==> src/rtl/muldiv_unit.sv <==
// Iterative RV32M multiply/divide unit: shift-add multiply, restoring divide,
// one operand bit per cycle plus a sign-fix cycle; start/busy/done handshake.
module muldiv_unit #(
  parameter int unsigned XLEN = 32
) (
  input  logic            clk,
  input  logic            rst_n,
  input  logic            start,
  input  logic            flush,
  input  logic [2:0]      Funct3,
  input  logic [XLEN-1:0] SrcA,
  input  logic [XLEN-1:0] SrcB,
  output logic            busy,
  output logic            done,
  output logic [XLEN-1:0] Result
);

  localparam int unsigned CNT_W = $clog2(XLEN) + 1;
  localparam int unsigned PW    = 2 * XLEN;
  localparam logic [XLEN-1:0] MIN_NEG = XLEN'(1) << (XLEN - 1);

  typedef enum logic [1:0] {S_IDLE, S_CALC, S_FIX, S_DONE} state_t;

  state_t           r_state;
  logic [2:0]       r_op;
  logic             r_neg_q;
  logic             r_neg_r;
  logic [CNT_W-1:0] r_cnt;
  logic [XLEN-1:0]  r_hi;
  logic [XLEN-1:0]  r_lo;
  logic [XLEN-1:0]  r_b;
  logic [XLEN-1:0]  r_result;
  logic             r_busy;
  logic             r_done;

  // Operand signedness and magnitudes at accept
  logic            w_a_sgn, w_b_sgn, w_a_neg, w_b_neg;
  logic [XLEN-1:0] w_a_mag, w_b_mag;
  assign w_a_sgn = (Funct3 != 3'b011) && (Funct3 != 3'b101) && (Funct3 != 3'b111);
  assign w_b_sgn = (Funct3 == 3'b000) || (Funct3 == 3'b001) ||
                   (Funct3 == 3'b100) || (Funct3 == 3'b110);
  assign w_a_neg = w_a_sgn & SrcA[XLEN-1];
  assign w_b_neg = w_b_sgn & SrcB[XLEN-1];
  assign w_a_mag = w_a_neg ? -SrcA : SrcA;
  assign w_b_mag = w_b_neg ? -SrcB : SrcB;

  // Divide-by-zero and signed-overflow bypass the iterative datapath
  logic            w_div0, w_ovf, w_fast;
  logic [XLEN-1:0] w_fast_res;
  assign w_div0     = Funct3[2] & (SrcB == '0);
  assign w_ovf      = Funct3[2] & ~Funct3[0] & (SrcA == MIN_NEG) & (&SrcB);
  assign w_fast     = w_div0 | w_ovf;
  assign w_fast_res = w_div0 ? (Funct3[1] ? SrcA : '1) : (Funct3[1] ? '0 : SrcA);

  // Multiply step: r_hi accumulates, r_lo holds the multiplier shifting out
  logic [XLEN:0] w_sum;
  assign w_sum = {1'b0, r_hi} + (r_lo[0] ? {1'b0, r_b} : '0);

  // Divide step: r_hi is the partial remainder, r_lo dividend -> quotient
  logic [XLEN:0]   w_shift;
  logic [XLEN-1:0] w_diff;
  logic            w_ge;
  assign w_shift = {r_hi, r_lo[XLEN-1]};
  assign w_ge    = w_shift >= {1'b0, r_b};
  assign w_diff  = w_shift[XLEN-1:0] - r_b;

  logic [PW-1:0]   w_prod, w_prod_fix;
  logic [XLEN-1:0] w_quot, w_rem, w_fix_res;
  assign w_prod     = {r_hi, r_lo};
  assign w_prod_fix = r_neg_q ? -w_prod : w_prod;
  assign w_quot     = r_neg_q ? -r_lo : r_lo;
  assign w_rem      = r_neg_r ? -r_hi : r_hi;
  assign w_fix_res  = r_op[2] ? (r_op[1] ? w_rem : w_quot)
                    : ((r_op[1:0] == 2'b00) ? w_prod_fix[XLEN-1:0] : w_prod_fix[PW-1:XLEN]);

  always_ff @(posedge clk or negedge rst_n) begin
    if (!rst_n) begin
      r_state  <= S_IDLE;
      r_op     <= '0;
      r_neg_q  <= 1'b0;
      r_neg_r  <= 1'b0;
      r_cnt    <= '0;
      r_hi     <= '0;
      r_lo     <= '0;
      r_b      <= '0;
      r_result <= '0;
      r_busy   <= 1'b0;
      r_done   <= 1'b0;
    end else if (flush) begin
      r_state <= S_IDLE;
      r_busy  <= 1'b0;
      r_done  <= 1'b0;
    end else begin
      r_done <= 1'b0;
      case (r_state)
        S_IDLE: begin
          if (start) begin
            r_op    <= Funct3;
            r_neg_q <= w_a_neg ^ w_b_neg;
            r_neg_r <= w_a_neg;
            r_cnt   <= '0;
            r_busy  <= 1'b1;
            if (w_fast) begin
              r_result <= w_fast_res;
              r_done   <= 1'b1;
              r_state  <= S_DONE;
            end else begin
              r_hi    <= '0;
              r_lo    <= Funct3[2] ? w_a_mag : w_b_mag;
              r_b     <= Funct3[2] ? w_b_mag : w_a_mag;
              r_state <= S_CALC;
            end
          end
        end
        S_CALC: begin
          r_cnt <= r_cnt + CNT_W'(1);
          if (r_op[2]) begin
            r_hi <= w_ge ? w_diff : w_shift[XLEN-1:0];
            r_lo <= {r_lo[XLEN-2:0], w_ge};
          end else begin
            r_hi <= w_sum[XLEN:1];
            r_lo <= {w_sum[0], r_lo[XLEN-1:1]};
          end
          if (r_cnt == CNT_W'(XLEN - 1)) r_state <= S_FIX;
        end
        S_FIX: begin
          r_result <= w_fix_res;
          r_done   <= 1'b1;
          r_state  <= S_DONE;
        end
        S_DONE: begin
          r_busy  <= 1'b0;
          r_state <= S_IDLE;
        end
        default: r_state <= S_IDLE;
      endcase
    end
  end

  assign busy   = r_busy;
  assign done   = r_done;
  assign Result = r_result;

endmodule

==> config.mk <==
export PLATFORM = sky130hd
export DESIGN_NAME = muldiv_unit
export DESIGN_NICKNAME = d
export VERILOG_FILES = /design/src/rtl/muldiv_unit.sv
export SDC_FILE = /design/constraint.sdc
export NUM_CORES = 1
export LEC_CHECK = 0
export ABC_AREA = 1
export BUFFER_PORTS_ARGS = -buffer_cell sky130_fd_sc_hd__buf_2
export CAP_MARGIN = 15
export CORE_MARGIN = 3
export CORE_UTILIZATION = 35
export DETAILED_ROUTE_END_ITERATION = 12
export SLEW_MARGIN = 20
export SYNTH_ARGS = -nofsm -noshare
export SYNTH_HDL_FRONTEND = slang
export SYNTH_SLANG_ARGS = --single-unit
==> constraint.sdc <==
create_clock -name clk -period 2.7 [get_ports clk]
set_input_delay 0.54 -clock clk [delete_from_list [all_inputs] [get_ports clk]]
set_output_delay 0.54 -clock clk [all_outputs]
set_load 0.05 [all_outputs]
Yosys cells after proc, flatten, opt, wreduce, memory -nomap -nowiden
Cells that the tools add are included.
{ "op_classes": {"order_cmp": 1, "n_reduce_logical": 20, "bitwise_logic": 11, "eq_ne": 16, "n_addsub": 8, "n_mux": 40} }
{ "op_table": {"columns": ["op", "n"], "rows": [
  ["$mux W32", 22],
  ["$pmux W32 S2", 3],
  ["$neg A32 Y32", 4],
  ["$mux W64", 1],
  ["$neg A64 Y64", 1],
  ["$add A32 B32 Y33", 1],
  ["$ge A33 B32 Y1", 1],
  ["$eq A32 B32 Y1 const B", 1],
  ["$logic_not A32 Y1", 1],
  ["$reduce_and A32 Y1", 1],
  ["$sub A32 B32 Y32", 1],
  ["$ne A3 B3 Y1 const B", 4],
  ["$pmux W6 S2", 1],
  ["$reduce_and A4 Y1", 3],
  ["$mux W2", 4],
  ["$pmux W2 S4", 1],
  ["$add A6 B1 Y6 const B", 1],
  ["$and A1 B1 Y1", 6],
  ["$eq A3 B3 Y1 const B", 2],
  ["$eq A6 B5 Y1 const B", 1],
  ["$mux W6", 1],
  ["$ne A2 B2 Y1 const B", 3],
  ["$reduce_and A3 Y1", 2],
  ["$mux W1", 5],
  ["other kinds (15)", 25]
]} }
{ "totals": {"register_bits": 143} }

Logic depth before layout (Yosys ltp)
{ "logic_depth": {"ltp_word": 10, "depth_mapped": 22} }

Worst setup path before layout
OpenSTA, ideal clock, no wires.
{ "synth_timing": {"kind": "flip-flop to flip-flop", "startpoint": "register r_lo[0]", "endpoint": "register r_hi[29]", "slack_ps": 98, "stages_incl_launch_ff": 22, "period_less_slack_ps": 2602, "required_time_ps": 2584, "setup_ps": 116, "path_buffers": 2, "t_arrival_ps": 2485, "path_cell_list": "dfrtp_1 buf_2 clkbuf_1 nand2_1 inv_1 ha_1 inv_1 fa_1 inv_1 nand2_1 a21oi_1 nand2_1 nand2_1 nand2_1 nand2_1 nand2_1 nand3_1 nand2_1 nor2_1 nor2_1 nand2_1 nand2_1"} }
{ "synth_between": {"elab_chain_cells": 4} }
{ "synth_rtl": {"columns": ["item", "line_no", "rtl"], "rows": [
  ["from (decl)", "30", "logic [XLEN-1:0] r_lo;"],
  ["from (signal assigned)", "109", "r_lo <= Funct3[2] ? w_a_mag : w_b_mag;"],
  ["from (signal assigned)", "119", "r_lo <= {r_lo[XLEN-2:0], w_ge};"],
  ["from (signal assigned)", "122", "r_lo <= {w_sum[0], r_lo[XLEN-1:1]};"],
  ["$mux W32", "57", "assign w_sum = {1'b0, r_hi} + (r_lo[0] ? {1'b0, r_b} : '0);"],
  ["$add A32 B32 Y33", "57", null],
  ["$mux W32", "117", "if (r_op[2]) begin"],
  ["$pmux W32 S2", "95", "case (r_state)"],
  ["to (signal assigned)", "118", "r_hi <= w_ge ? w_diff : w_shift[XLEN-1:0];"],
  ["to (signal assigned)", "121", "r_hi <= w_sum[XLEN:1];"],
  ["to (decl)", "29", "logic [XLEN-1:0] r_hi;"]
]} }
Every way passes these cells.
A chain may end at the register's enable or synchronous reset.

Worst setup path in the final report
{ "layout_timing": {"startpoint": "register r_b[29]", "endpoint": "register r_hi[24]"} }
{ "layout_between": {"elab_chain_cells": 4} }
{ "layout_rtl": {"columns": ["item", "line_no", "rtl"], "rows": [
  ["from (decl)", "31", "logic [XLEN-1:0] r_b;"],
  ["from (signal assigned)", "110", "r_b <= Funct3[2] ? w_b_mag : w_a_mag;"],
  ["$ge A33 B32 Y1", "64", "assign w_ge = w_shift >= {1'b0, r_b};"],
  ["$mux W32", "118", null],
  ["$mux W32", "117", null],
  ["$pmux W32 S2", "95", null]
]} }
Every way passes these cells.

==> metrics.yaml <==
critical_path:
  crit_top_cell: "nand2_1"
  cpPeakStageDelay_ns: 0.48
  cp_num_buf_inv: 3
  worst-path-max-fanout: 16
  crit_slowest_cell: "dfrtp_1"
  cp_data_required_time_ns: 3.04
  cp-start-kind: "flop"
  worstPathCellList: "inv_1, ha_1, nand2_1, nor2_1, nand2_1, inv_1, nand2_1, nand2_1, nor2_4, nand2_2, buf_12, nand3_1, nand2_1, nand2_1, nand2_1, nand2_1"
  path_class: "reg -> reg"
  worstPathArrival_ns: 2.97
  critPathCaptureType: "flop"
  critPathTopFamily: "simple AND/OR/NAND/NOR gates"
sta:
  hold_violations: 0
  tns_ns: 0
  grt_setup_unrepaired: "true"
  slew_headroom_pct: 46.3
  post-route-period-util_pct: 97.6
  maxSlewViolCount: 0
  worst_slew_pin_slew_ns: 0.803
  max_clock_freq_mhz: 380
  fin_skew_ns: 0.0323
  setup_viol: 0
  fin_crit_ns: 2.63
final_layout:
  syn_to_final_growth_pct: 23.5
  fillerInstances: 5888
  final_util_pct: 43.8
  design_area_um2: 23100
  layout-drive-gt1-share_pct: 16.3
  antennaDiodeCount: 0
  nets: 3856
yosys:
  avgSynthCellArea_um2: 5.53
  yosys-top-cells-area: "nand2_1 22%, dfrtp_1 19%, nand3_1 11%"
  synthCells: 3386
  ys_ff_latch: 143
  synth-edff-count: 0
  yosysSeqAreaShare_pct: 19.1
  async_reset_ff_share_pct: 100
  synth_top_area_share_pct: 22.3
  synth_warnings: 0
  synth_flop_cell: "dfrtp_1"
  synth_cell_types: 49
  yosysTopAreaCell: "nand2_1"
  syn-num-nets: 3533
  netlist_area_um2: 18700
hold_path:
  hold_class: "in -> async"
global_routing:
  grtUsageTotal_pct: 31.8
  antenna_found_initial: 0
  grt_max_degree: 82
  grt_pass1_vias: 21900
  grt_pass1_wl_um: 136000
  overflow: 0
floorplanning:
  core_um2: 52800
  die_x_um: 237
  dieArea_um2: 56300
  die_y_um: 237
  io_pins: 105
  rows: 84
  start_util_pct: 35.5
routing:
  drtPass1Iterations: 7
  drtIter0Drc: 3360
  wire_per_inst_um: 21.0
  antenna_left: 0
  wl_um: 92400
  vias_per_cell: 5.54
  drc: 0
  vias: 24400
clock_network:
  clkSinkCount: 143
  htree_levels: 4
  worstSkewPairLatency_ns: 0.47
  cts_buffers: 17
  root_buffer: "clkbuf_16"
  cts-hold-fix-buffers: 0
  cts_tree: "done"
  clkTransAtPathRegs_ns: 0.09
  clockBufferDepth: 2
placed_design:
  post-dp-hpwl_um: 76000
  place_congestion: 1.06
  place_area_um2: 22200
  numPortBuffers: 104
job:
  maxCapViolCount: 0
pwr:
  p_per_area_nw_per_um2: 1340
  power.leakage_uw: 0.0120
  irDropWorstVdd_mv: 0.565
run_status:
  status: "finished, final reports clean"
[metal layers]
| metal | GRT usage, % | share of wire (%) |
|---|---|---|
| met1 | 45.5 | 43 |
| met2 | 45.8 | 41 |
| met3 | 5.57 | 11 |
| met4 | 16.0 | 5.6 |
| met5 | 0 | 0 |
[synthesized netlist by cell type (6+ instances only)]
| cell type | number |
|---|---|
| nor3_1 | 29 |
| buf_1 | 14 |
| nand2_1 | 1112 |
| buf_6 | 6 |
| buf_2 | 24 |
| clkbuf_1 | 83 |
| nor2_2 | 12 |
| ha_1 | 74 |
| o21ai_1 | 34 |
| nor2_1 | 377 |
| a21oi_1 | 180 |
| nand4_1 | 59 |
| inv_2 | 15 |
| xor2_1 | 49 |
| a31oi_1 | 29 |
| xnor2_1 | 12 |
| inv_1 | 339 |
| dfrtp_1 | 143 |
| nand3_1 | 430 |
| o21ai_0 | 228 |
| o21ai_2 | 17 |
| o211ai_1 | 30 |
| or2_2 | 7 |
| nand3b_1 | 26 |
| a21o_1 | 8 |
[cell usage in the layout, fill, tap and decap left out, drive strengths merged, types with 19 or more instances in the layout]
cell,count
nor3,31
nand4,59
dfrtp,143
nor2,391
xor2,49
nand3,432
ha,74
a21oi,180
a31oi,29
o211ai,30
o21ai,279
clkbuf,19
nand3b,26
nand2,1119
inv,358
buf,435
[registers in the layout, indices dropped and copies added (netlist names), 2 cells and up]
| register | cells |
|---|---|
| r_op | 3 |
| r_lo | 32 |
| r_cnt | 6 |
| Result | 32 |
| r_b | 32 |
| r_state | 2 |
| r_hi | 32 |
[cell type report]
cell class	instances	area (µm²)	area share [%]
clock buffer	19	453	1.96
clock inverter	13	128	0.552
inverter	355	1340	5.78
multi-input combinational	2756	13500	58.2
sequential	143	3590	15.5
tap	688	861	3.72
timing repair buffer	436	3280	14.2
[final timing paths]
path / start / to / slack, ns / cells after the start
worst max-delay path: r_b[29] / r_hi[24] / 0.07 / 16
worst min-delay path: rst_n / Result[17] / 0.001 / 1
worst max register to register: r_b[29] / r_hi[24] / 0.07 / 16
worst min register to register: Result[6] / Result[6] / 0.47 / 2
max in group asynchronous: rst_n / r_b[6] / 1.96 / 2
min in group clk: flush / done / 0.41 / 2
[through the flow]
step           cells  setup slack [ns]  hold WS, ns  power (µW)
5_1_grt         4410           -0.0786       0.0337       33200
3_5_place_dp    4371           -0.0918        0.464       27300
3_3_place_gp    4371           -0.0720        0.462       27300
2_1_floorplan   3386            0.0983        0.244       18200
4_1_cts         4404           0.00346       0.0193       29900
6_report        4410            0.0658      0.00100       31000
[power breakdown]
part | switching, µW | internal [µW]
combinational | 16400 | 7960
clock | 1100 | 1330
sequential | 1170 | 3090
total | 18600 | 12400
[cells by family (layout without fill, tap and decap cells)]
logic type,after synthesis,in the layout,synth area share (%)
compound gates,542,542,15.7
xor+xnor,61,61,2.85
simple gates,2077,2077,46.9
buf+inv,487,823,10.3
fa+ha+maj,76,76,5.16
flops,143,143,19.1
[what timing repair did]
action / in CTS / in global routing
buffers inserted: 0 / 6
hold endpoints to repair: 0 / 0
gates resized for setup: 3 / 80
cloned: 1 / 0
pin swaps: 0 / 9
endpoints found under the setup margin: 5 / 42
(Power assumes the default switching activity.)
